[src/rtl/mul_hilo_stage_pkg.sv]
// Shared constants and state encoding for the multiplier HI/LO stage.
// Reused by the multiplier and the datapath top level.
package mul_hilo_stage_pkg;

    localparam int unsigned DEFAULT_WIDTH      = 32;
    localparam int unsigned DEFAULT_MUL_CYCLES = 2;
    localparam int unsigned CNT_W              = 4;

    typedef enum logic [1:0] {
        IDLE = 2'd0,
        WAIT = 2'd1,
        DONE = 2'd2
    } state_e;

endpackage

[src/rtl/mul_hilo_stage.sv]
// Holds operands stable for the external combinational multiplier, captures
// the product into HI/LO and services direct mthi/mtlo-style writes.
module mul_hilo_stage
    import mul_hilo_stage_pkg::*;
#(
    parameter int unsigned WIDTH      = DEFAULT_WIDTH,
    parameter int unsigned MUL_CYCLES = DEFAULT_MUL_CYCLES
) (
    input  logic               clock,
    input  logic               clear_n,
    input  logic               start,
    input  logic [WIDTH-1:0]   x_in,
    input  logic [WIDTH-1:0]   y_in,
    output logic [WIDTH-1:0]   mul_x,
    output logic [WIDTH-1:0]   mul_y,
    input  logic [2*WIDTH-1:0] mul_rslt,
    input  logic               hi_wr,
    input  logic               lo_wr,
    input  logic [WIDTH-1:0]   bus_in,
    output logic [WIDTH-1:0]   hi_out,
    output logic [WIDTH-1:0]   lo_out,
    output logic               busy,
    output logic               done
);

    state_e           state, state_nxt;
    logic [CNT_W-1:0] cnt, cnt_nxt;
    logic [WIDTH-1:0] mul_x_nxt, mul_y_nxt, hi_nxt, lo_nxt;

    // State and datapath registers
    always_ff @(posedge clock or negedge clear_n) begin
        if (!clear_n) begin
            state  <= IDLE;
            cnt    <= '0;
            mul_x  <= '0;
            mul_y  <= '0;
            hi_out <= '0;
            lo_out <= '0;
        end else begin
            state  <= state_nxt;
            cnt    <= cnt_nxt;
            mul_x  <= mul_x_nxt;
            mul_y  <= mul_y_nxt;
            hi_out <= hi_nxt;
            lo_out <= lo_nxt;
        end
    end

    // Next-state: DONE accepts start/writes like IDLE; WAIT ignores both
    always_comb begin
        state_nxt = state;
        cnt_nxt   = cnt;
        mul_x_nxt = mul_x;
        mul_y_nxt = mul_y;
        hi_nxt    = hi_out;
        lo_nxt    = lo_out;
        case (state)
            IDLE, DONE: begin
                if (hi_wr) hi_nxt = bus_in;
                if (lo_wr) lo_nxt = bus_in;
                if (start) begin
                    mul_x_nxt = x_in;
                    mul_y_nxt = y_in;
                    cnt_nxt   = CNT_W'(MUL_CYCLES - 1);
                    state_nxt = WAIT;
                end else begin
                    state_nxt = IDLE;
                end
            end
            WAIT: begin
                if (cnt != '0) begin
                    cnt_nxt = cnt - CNT_W'(1);
                end else begin
                    hi_nxt    = mul_rslt[2*WIDTH-1:WIDTH];
                    lo_nxt    = mul_rslt[WIDTH-1:0];
                    state_nxt = DONE;
                end
            end
            default: state_nxt = IDLE;
        endcase
    end

    assign busy = (state == WAIT);
    assign done = (state == DONE);

endmodule

[config.mk]
export PLATFORM = sky130hd
export DESIGN_NAME = mul_hilo_stage
export DESIGN_NICKNAME = d
export VERILOG_FILES = /design/src/rtl/mul_hilo_stage_pkg.sv /design/src/rtl/mul_hilo_stage.sv
export SDC_FILE = /design/constraint.sdc
export NUM_CORES = 1
export LEC_CHECK = 0
export CAP_MARGIN = 20
export CELL_PAD_IN_SITES_DETAIL_PLACEMENT = 2
export CELL_PAD_IN_SITES_GLOBAL_PLACEMENT = 2
export CORE_ASPECT_RATIO = 0.6
export CORE_MARGIN = 3
export CORE_UTILIZATION = 22
export DETAILED_ROUTE_END_ITERATION = 10
export GPL_TIMING_DRIVEN = 1
export HOLD_SLACK_MARGIN = 0.06
export PLACE_DENSITY_LB_ADDON = 0.15
export SLEW_MARGIN = 10
export SYNTH_ARGS = -nofsm -noshare
export SYNTH_HDL_FRONTEND = slang
export SYNTH_SLANG_ARGS = --single-unit
[constraint.sdc]
create_clock -name clock -period 1.8 [get_ports clock]
set_input_delay 0.45 -clock clock [delete_from_list [all_inputs] [get_ports clock]]
set_output_delay 0.45 -clock clock [all_outputs]
set_load 0.02 [all_outputs]
==> qor.yml, run 1 <==
highest_layer: "met4"
async_flop_share: 1.00
irDropWorstVdd_mv: 0.717
crit_family: "simple AND/OR/NAND/NOR gates"
die-width_um: 219
grt_usage: 0.165
syn_inst: 511
maxSlewViolCount: 0
setup_viol: 64
drtPass1Iterations: 4
fin_util: 0.391
grt_pass1_wl_mm: 36.2
wl_met2_mm: 12.2
dpl_cell_area_mm2: 0.00950
yosysUniqueCellTypes: 27
grt_pass1_vias: 5803
worstPathCellList: "inv_2 > ha_4 > or3b_4 > o22ai_4 > buf_6 > clkbuf_16 > mux2_4"
critPathBufInv: 3
fp-row-count: 46
layout_setup_ws_ps: -167
dp_cells: 1158
layout.cells.non_filler: 1208
coreArea_mm2: 0.0266
rsz0062_at_grt: "yes"
cp_slowest_cell: "or3b_4"
end_kind: "register"
required_ps: 2110
timing.hold.ws_ps: 470
wl_met1_mm: 10.7
hold_viol_final: 0
numPortBuffers: 294
synth_area_leaders: "dfrtp_1, mux2_2, nand2_1, mux2_4, buf_6"
power-per-cell-area_mw_per_mm2: 1890
final_area_mm2: 0.0104
nets: 1002
pin_count: 295
vias: 5038
insertion_delay_ps: 430
period_minus_slack_ps: 1970
fin_worst_skew_ps: 8.17
antenna_cells: 0
hold_class: "reg -> reg"
seq_area_frac_synth: 0.559
worstMarginPinSlew_ps: 469
run_status: "finished, violations left"
clock_sinks: 134
maxCapViolations: 0
place_ws_ps: -157
leakagePower_nw: 5.03
drc: 0
syn_avg_cell_area_um2: 11.7
syn_area_mm2: 0.00600
clk_path_buf_depth: 2
startpoint_type: "register"
htree_levels: 4
wl_per_cell_um: 20.2
dpl.hpwl_mm: 17.9
yosys_warnings: 0
yosys.area.top_type_share: 0.559
finalPower_mw: 19.6
cts_buffers: 17
max-slew-margin-rel: 0.688
ant_nets: 0
globalRoute.totalOverflow: 0
routabilityCongestion: 0.788
clk_pin_slew_ps: 60
violations: "negative setup slack"
timing.fmax_mhz: 508
synth_common_cells: "nand2_1, dfrtp_1, mux2_2, mux2_4, clkbuf_1"
vias_per_cell: 4.17
cp_max_fo: 5
drt-initial-drc-count: 141
n_fill_cell: 2808
fp.dieH_um: 134
syn_nets: 678
drive_above_1_share: 0.246
area_delta_synth_final_pct: 73.5
grt_start_max_net_pins: 64
path_class: "reg -> reg"
synth.most_common_cell: "nand2_1"
antenna_found_initial: 0
worst_ep_arrival_time_ps: 2280
dieArea_mm2: 0.0293
cpPeakStageDelay_ps: 410
fin_setup_tns_ps: -7900
cts_tree: "done"
synth_flop_cell: "dfrtp_1"
routed_wl_mm: 24.4
ys_ff_latch: 134
synth_edf_count: 0
synth_top_cell_by_area: "dfrtp_1"
route.met3.wl_mm: 1.23
initial_utilization: 0.226
cts-root-buf: "clkbuf_16"
fin_crit_sh: 1.09
-- sequential cells by signal, summed over array words and instances, names as in the netlist --
signal  flops
mul_x      32
lo_out     32
mul_y      32
cnt         4
state       2
hi_out     32
-- cell usage in the layout (no fill, tap or decap), types with 3 or more instances in the layout --
cell               n
mux2_4            75
bufinv_16          3
mux2_2            53
buf_6              5
clkbuf_1           3
nand2_1          196
clkdlybuf4s50_1  163
clkinv_2           6
buf_12            10
clkbuf_16         20
dfrtp_1          134
buf_4             20
dlygate4sd2_1    128
-- final cells by class --
type | instances | area (um^2) | share of cell area
Inverter | 5 | 23.8 | 0.00228
Clock buffer | 22 | 464 | 0.0446
Sequential cell | 134 | 3350 | 0.322
Multi-Input combinational cell | 342 | 2650 | 0.254
Timing Repair Buffer | 335 | 3340 | 0.321
Clock inverter | 10 | 128 | 0.0123
Tap cell | 360 | 450 | 0.0433
-- worst min-delay path: stages, from the launching register on --
cell	delay, ps
dfrtp_1	340
nand2_1	50
nand2_1	50
-- path summary, 6_finish.rpt --
path | start | end | slack [ps] | cells after the start
worst max-delay path | cnt[1] | hi_out[26] | -170 | 7
worst min-delay path | mul_y[13] | mul_y[13] | 470 | 2
worst max register to register | cnt[1] | hi_out[26] | -170 | 7
worst min register to register | mul_y[13] | mul_y[13] | 470 | 2
max in group asynchronous | clear_n | mul_y[21] | 610 | 3
min in group asynchronous | clear_n | mul_y[5] | 540 | 2
-- cell families (layout without fill, tap and decap cells) --
family | count (synthesis) | after routing | share of synthesized area
and+or+nand+nor | 204 | 204 | 0.131
muxes | 130 | 130 | 0.259
DFF | 134 | 134 | 0.559
buffers and inverters | 35 | 372 | 0.0365
adders and majority gates | 2 | 2 | 0.00417
AOI/OAI and AO/OA | 6 | 6 | 0.0102
-- routing by layer --
| layer | GRT usage | vias to the layer above |
|---|---|---|
| met4 | 0.0424 | 0 |
| met5 | 0 | - |
| met1 | 0.208 | 2581 |
| li1 | - | 2332 |
| met3 | 0.0457 | 17 |
| met2 | 0.280 | 108 |
-- repair_timing --
| action | in CTS | in global routing |
|---|---|---|
| cloned | 3 | 3 |
| hold endpoints to repair | 44 | 0 |
| resized for setup | 177 | 32 |
| buffers inserted | 7 | 7 |
| setup endpoints to repair | 194 | 66 |
| hold buffers | 1 | 0 |
| pin swaps | 1 | 3 |
-- report_power, final --
group | leakage (nW) | internal (mW) | switching [mW] | total (mW)
clock | 0.293 | 2.24 | 1.35 | 3.58
sequential | 1.62 | 4.52 | 0.834 | 5.35
combinational | 3.12 | 5.30 | 5.41 | 10.7
No activity file was read; power rests on OpenSTA's default activity.
==> run 2, diff against run 1 <==
--- a/config.mk
+++ b/config.mk
@@ -6,7 +6,7 @@
 export NUM_CORES = 1
 export LEC_CHECK = 0
 export CAP_MARGIN = 20
-export CELL_PAD_IN_SITES_DETAIL_PLACEMENT = 2
+export CELL_PAD_IN_SITES_DETAIL_PLACEMENT = 0
 export CELL_PAD_IN_SITES_GLOBAL_PLACEMENT = 2
 export CORE_ASPECT_RATIO = 0.6
 export CORE_MARGIN = 3
==> qor.yml, run 2 (same netlist as run 1, synthesis figures left out) <==
run_status: "finished, violations left"
violations: "negative setup slack"
vias_per_cell: 4.02  # -3.5%
drtPass1Iterations: 4  # unchanged
final_common_cell: "nand2_1"
dpl_cell_area_mm2: 0.00950  # unchanged
drive_above_1_share: 0.241  # -0.00566
routed_wl_mm: 21.3  # -13%
antenna_cells: 0  # unchanged
setup_viol: 59  # -7.8%
dieArea_mm2: 0.0293  # unchanged
nets: 997  # -0.50%
cts-root-buf: "clkbuf_16"
comb_power_share: 0.536  # -0.009
final_area_mm2: 0.0104  # -0.14%
cp_max_fo: 5  # unchanged
period_minus_slack_ps: 1930  # -36.2 ps
swShare: 0.375  # -0.0113
fp-row-count: 46  # unchanged
cp_slowest_cell: "or3b_4"
worstMarginPinSlew_ps: 469  # +0.281 ps
drc: 0  # unchanged
r2r-end: "lo_out[21]"
min_path_cells: 2  # unchanged
insertion_delay_ps: 420  # about the same
place_ws_ps: -141  # +15.1 ps
grt_pass1_vias: 5232  # -9.8%
switchingPower_mw: 7.31  # -3.8%
numPortBuffers: 294  # unchanged
timing.fmax_mhz: 518  # +1.9%
end_kind: "register"
crit_family: "buffers and inverters"
globalRoute.totalOverflow: 0  # unchanged
routabilityCongestion: 0.788  # unchanged
regToRegStartpoint: "cnt[1]"
clk_path_buf_depth: 2  # unchanged
worst_ep_arrival_time_ps: 2240  # -40 ps
htree_levels: 4  # unchanged
clkPwrFrac: 0.192  # +0.010
maxCapViolations: 0  # unchanged
required_ps: 2100  # about the same
drt-initial-drc-count: 226  # +60%
maxSlewViolCount: 0  # unchanged
area_delta_synth_final_pct: 73.2
intPower_mw: 12.2  # +0.92%
initial_utilization: 0.226  # unchanged
critPathBufInv: 4  # +1
rsz0062_at_grt: "yes"
cpMostUsedCell: "buf_12"
reg2reg_depth: 8  # +1
cpPeakStageDelay_ps: 410  # about the same
cts_tree: "done"
grt_start_max_net_pins: 64  # unchanged
dpl.hpwl_mm: 15.3  # -14%
startpoint_type: "register"
wl_per_cell_um: 17.7  # -12%
leakagePower_nw: 5.01  # -0.37%
layout_setup_ws_ps: -131  # +36.2 ps
worstHoldEndpoint: "mul_y[21]"
ant_nets: 0  # unchanged
holdCritStartpoint: "mul_y[21]"
path_class: "reg -> reg"
cts_buffers: 17  # unchanged
grt_usage: 0.141  # -0.0233
fin_worst_skew_ps: 6.36  # -1.80 ps
max-slew-margin-rel: 0.687  # about the same
final_cell_mix: "nand2_1, clkdlybuf4s50_1, dfrtp_1, dlygate4sd2_1, mux2_4"
pin_count: 295  # unchanged
clock_sinks: 134  # unchanged
fp.dieH_um: 134  # unchanged
irDropWorstVdd_mv: 0.845  # +18%
n_fill_cell: 2645  # -5.8%
antenna_found_initial: 0  # unchanged
dp_cells: 1158  # unchanged
power-per-cell-area_mw_per_mm2: 1870  # -0.77%
layout.cells.non_filler: 1203  # -0.41%
hold_class: "reg -> reg"
timing.hold.ws_ps: 468  # -2.06 ps
worstPathCellList: "inv_2 > ha_4 > or3b_4 > o22ai_4 > buf_12 > buf_12 > buf_8 > mux2_4"
vias: 4840  # -3.9%
coreArea_mm2: 0.0266  # unchanged
fin_crit_sh: 1.07  # -0.0201
r2r_slack_ps: -130  # +40 ps
grt_pass1_wl_mm: 31.4  # -13%
seqPwrFrac: 0.272  # about the same
hold_viol_final: 0  # unchanged
die-width_um: 219  # unchanged
clk_pin_slew_ps: 60  # about the same
## run 2: cell count changes in the layout (fill, tap and decap cells not counted)
| cell | change |
|---|---|
| buf_16 | -2 |
| clkinv_2 | -4 |
| clkbuf_16 | -1 |
| buf_8 | +1 |
| clkbuf_1 | +1 |
| bufinv_16 | +1 |
| buf_6 | -2 |
| buf_4 | -4 |
| mux2_2 | -2 |
| buf_12 | +3 |
| clkbuf_8 | +1 |
| clkinvlp_4 | +1 |
| mux2_4 | +2 |
## run 2: stage by stage
step                       util  total power [mW]  setup TNS, ps
after floorplan               -              11.0          -3180
final                     0.391              19.5          -5120
after global routing      0.391              20.6          -8800
after detailed placement  0.357              15.6          -7080
after CTS                 0.381              19.0          -4790
after global placement    0.357              15.5          -5650
## run 2: what timing repair did
action	CTS	global route
endpoints found under the hold margin	44	0
endpoints found under the setup margin	194	66
hold buffers	1	0
pin swaps	1	3
gates cloned	2	3
buffers inserted	4	6
resized for setup	165	44
## run 2: power by group through the flow
stage	sequential, mW	clock, mW	combinational, mW
after CTS	5.29	3.89	9.81
after floorplan	7.04	0	3.93
final	5.29	3.75	10.4
after global placement	5.32	0	10.2
after detailed placement	5.35	0	10.3
after global routing	5.48	4.03	11.1
## run 2: metal layers
layer | vias to the layer above | global-route usage | wire length (um)
li1 | 2315 | - | -
met1 | 2394 | 0.177 | 9500
met2 | 109 | 0.235 | 10400
met3 | 22 | 0.0405 | 1060
met4 | 0 | 0.0485 | 338
met5 | - | 0 | 0
## run 2: worst max-delay path by stage
stage	start	to	slack, ps	cells past startpoint
after detailed placement	cnt[0]	hi_out[20]	-140	6
final	cnt[1]	lo_out[21]	-130	8
after floorplan	cnt[0]	hi_out[10]	-50	7
after global routing	cnt[1]	lo_out[29]	-200	8
after global placement	hi_wr	hi_out[20]	-120	5
after CTS	cnt[0]	hi_out[20]	-130	7
## run 2: layout make-up
class | count | area (um^2) | area share
multi-input cells | 342 | 2650 | 0.255
flip-flops and latches | 134 | 3350 | 0.323
clock inverters | 8 | 145 | 0.0140
well taps | 360 | 450 | 0.0433
clock buffers | 24 | 482 | 0.0464
repair buffers | 330 | 3280 | 0.316
inverters | 5 | 23.8 | 0.00229
## run 2: worst min-delay path, stage by stage, from the launching register on
cell	delay (ps)
dfrtp_1	330
nand2_1	50
nand2_1	60
==> run 3, diff against run 2 <==
--- a/config.mk
+++ b/config.mk
@@ -15,6 +15,7 @@
 export GPL_TIMING_DRIVEN = 1
 export HOLD_SLACK_MARGIN = 0.06
 export PLACE_DENSITY_LB_ADDON = 0.15
+export REMOVE_ABC_BUFFERS = 1
 export SLEW_MARGIN = 10
 export SYNTH_ARGS = -nofsm -noshare
 export SYNTH_HDL_FRONTEND = slang
==> qor.yml, run 3 (same netlist as run 1, synthesis figures left out) <==
run_status: "finished, violations left"
violations: "negative setup slack"
dieArea_mm2: 0.0293  # unchanged
ant_nets: 0  # unchanged
layout_setup_ws_ps: -154  # -23.5 ps
coreArea_mm2: 0.0266  # unchanged
intPower_mw: 11.8  # -2.6%
routabilityCongestion: 0.761  # -3.5%
hold_viol_final: 0  # unchanged
worstMarginPinSlew_ps: 351  # -117 ps
leakagePower_nw: 4.92  # -1.8%
drtPass1Iterations: 4  # unchanged
final_common_cell: "nand2_1"
setup_viol: 64  # +8.5%
cts_tree: "done"
irDropWorstVdd_mv: 0.640  # -24%
cp_slowest_cell: "or3b_4"
path_class: "reg -> reg"
swShare: 0.374  # -0.000982
worstPathCellList: "inv_2 > ha_4 > or3b_4 > o22ai_4 > buf_12 > clkbuf_16 > mux2_2"
end_kind: "register"
worst_ep_arrival_time_ps: 2270  # +30 ps
timing.fmax_mhz: 512  # -1.2%
fin_setup_tns_ps: -5980  # -859 ps
crit_family: "buffers and inverters"
fin_worst_skew_ps: 7.11  # +0.752 ps
routed_wl_mm: 20.5  # -3.7%
maxSlewViolCount: 0  # unchanged
nets: 999  # +0.20%
critPathBufInv: 3  # -1
area_delta_synth_final_pct: 71.0
vias_per_cell: 4.02  # about the same
hold_class: "in -> async"
initial_utilization: 0.226  # unchanged
grt_pass1_vias: 5284  # +0.99%
cpPeakStageDelay_ps: 410  # about the same
numPortBuffers: 294  # unchanged
grt_start_max_net_pins: 61  # -4.7%
power-per-cell-area_mw_per_mm2: 1850  # -1.5%
max-slew-margin-rel: 0.766  # +0.0783
n_fill_cell: 2674  # +1.1%
wl_per_cell_um: 17.0  # -3.9%
grt_usage: 0.141  # -0.000909
clk_path_buf_depth: 2  # unchanged
fp-row-count: 46  # unchanged
required_ps: 2110  # about the same
cp_max_fo: 8  # +3
clk_pin_slew_ps: 60  # about the same
rsz0062_at_grt: "yes"
grt_pass1_wl_mm: 31.2  # -0.61%
dpl.hpwl_mm: 15.3  # -0.41%
clkPwrFrac: 0.196  # +0.004
cts-root-buf: "clkbuf_16"
htree_levels: 4  # unchanged
vias: 4845  # +0.10%
fp.dieH_um: 134  # unchanged
die-width_um: 219  # unchanged
startpoint_type: "register"
seqPwrFrac: 0.278  # +0.006
fin_crit_sh: 1.09  # +0.0130
insertion_delay_ps: 430  # about the same
clock_sinks: 134  # unchanged
drt-initial-drc-count: 159  # -30%
comb_power_share: 0.526  # -0.010
finalPower_mw: 18.9  # -2.8%
drc: 0  # unchanged
antenna_cells: 0  # unchanged
antenna_found_initial: 0  # unchanged
period_minus_slack_ps: 1950  # +23.5 ps
pin_count: 295  # unchanged
globalRoute.totalOverflow: 0  # unchanged
maxCapViolations: 0  # unchanged
cts_buffers: 17  # unchanged
final_cell_mix: "nand2_1, clkdlybuf4s50_1, dfrtp_1, dlygate4sd2_1, mux2_2"
drive_above_1_share: 0.243  # +0.00180
switchingPower_mw: 7.08  # -3.0%
==> run 3: cell types whose count changed in the layout (fill, tap and decap cells not counted), moves of 2 or more <==
cell      change
buf_16        +3
buf_8         -3
buf_6         -2
mux2_4       -26
buf_2         +2
buf_12        -4
clkinv_2      +3
mux2_2       +25
buf_4         +8
==> run 3: per-layer routing <==
metal	GRT usage	wire length [um]	vias up
met3	0.0346	884	25
met5	0	0	-
met2	0.239	10400	113
li1	-	-	2326
met1	0.172	8760	2381
met4	0.0568	462	0
==> run 3: final cells by class <==
| class | instances | area (um^2) | share of cell area |
|---|---|---|---|
| Sequential cell | 134 | 3350 | 0.327 |
| Timing Repair Buffer | 332 | 3250 | 0.317 |
| Clock buffer | 23 | 478 | 0.0466 |
| Tap cell | 360 | 450 | 0.0439 |
| Multi-Input combinational cell | 342 | 2560 | 0.249 |
| Inverter | 5 | 20.0 | 0.00195 |
| Clock inverter | 9 | 148 | 0.0144 |
==> run 3: worst reg2reg max path, stage by stage (launching register included) <==
cell       delay, ps
dfrtp_1          400
inv_2             90
ha_4             120
or3b_4           410
o22ai_4          140
buf_12           170
clkbuf_16        180
mux2_2           340
==> run 3: repair_timing <==
action                                 CTS  global route
gates cloned                             2             1
setup endpoints to repair              194            64
endpoints found under the hold margin   12             0
buffers inserted                         4             0
hold buffers                             1             0
resized for setup                      160            10
==> run 3: power by group through the flow <==
stage,Sequential [mW],Clock (mW),Combinational [mW]
after floorplan,7.03,0,3.55
after detailed placement,5.36,0,10.4
after global routing,5.46,3.99,10.7
after CTS,5.28,3.86,9.93
after global placement,5.31,0,10.3
final,5.26,3.72,9.95
==> run 3: per-stage QoR <==
step	worst slack [ps]	cell area (um^2)	util	hold WS, ps	cells
2_1_floorplan	-1130	5800	-	154	481
3_3_place_gp	-118	9550	0.359	308	1165
3_5_place_dp	-156	9550	0.359	308	1165
4_1_cts	-139	10200	0.383	406	1204
5_1_grt	-205	10300	0.386	420	1205
6_report	-154	10300	0.386	441	1205
==> run 3: path summary, 6_finish.rpt <==
check | start | to | slack (ps) | cells after the start
setup / recovery | cnt[1] | lo_out[4] | -150 | 7
hold / removal | clear_n | mul_x[0] | 440 | 2
setup reg to reg | cnt[1] | lo_out[4] | -150 | 7
hold reg to reg | mul_x[24] | mul_x[24] | 470 | 2
max in group asynchronous | clear_n | mul_y[12] | 750 | 3
min in group clock | mul_x[24] | mul_x[24] | 470 | 2
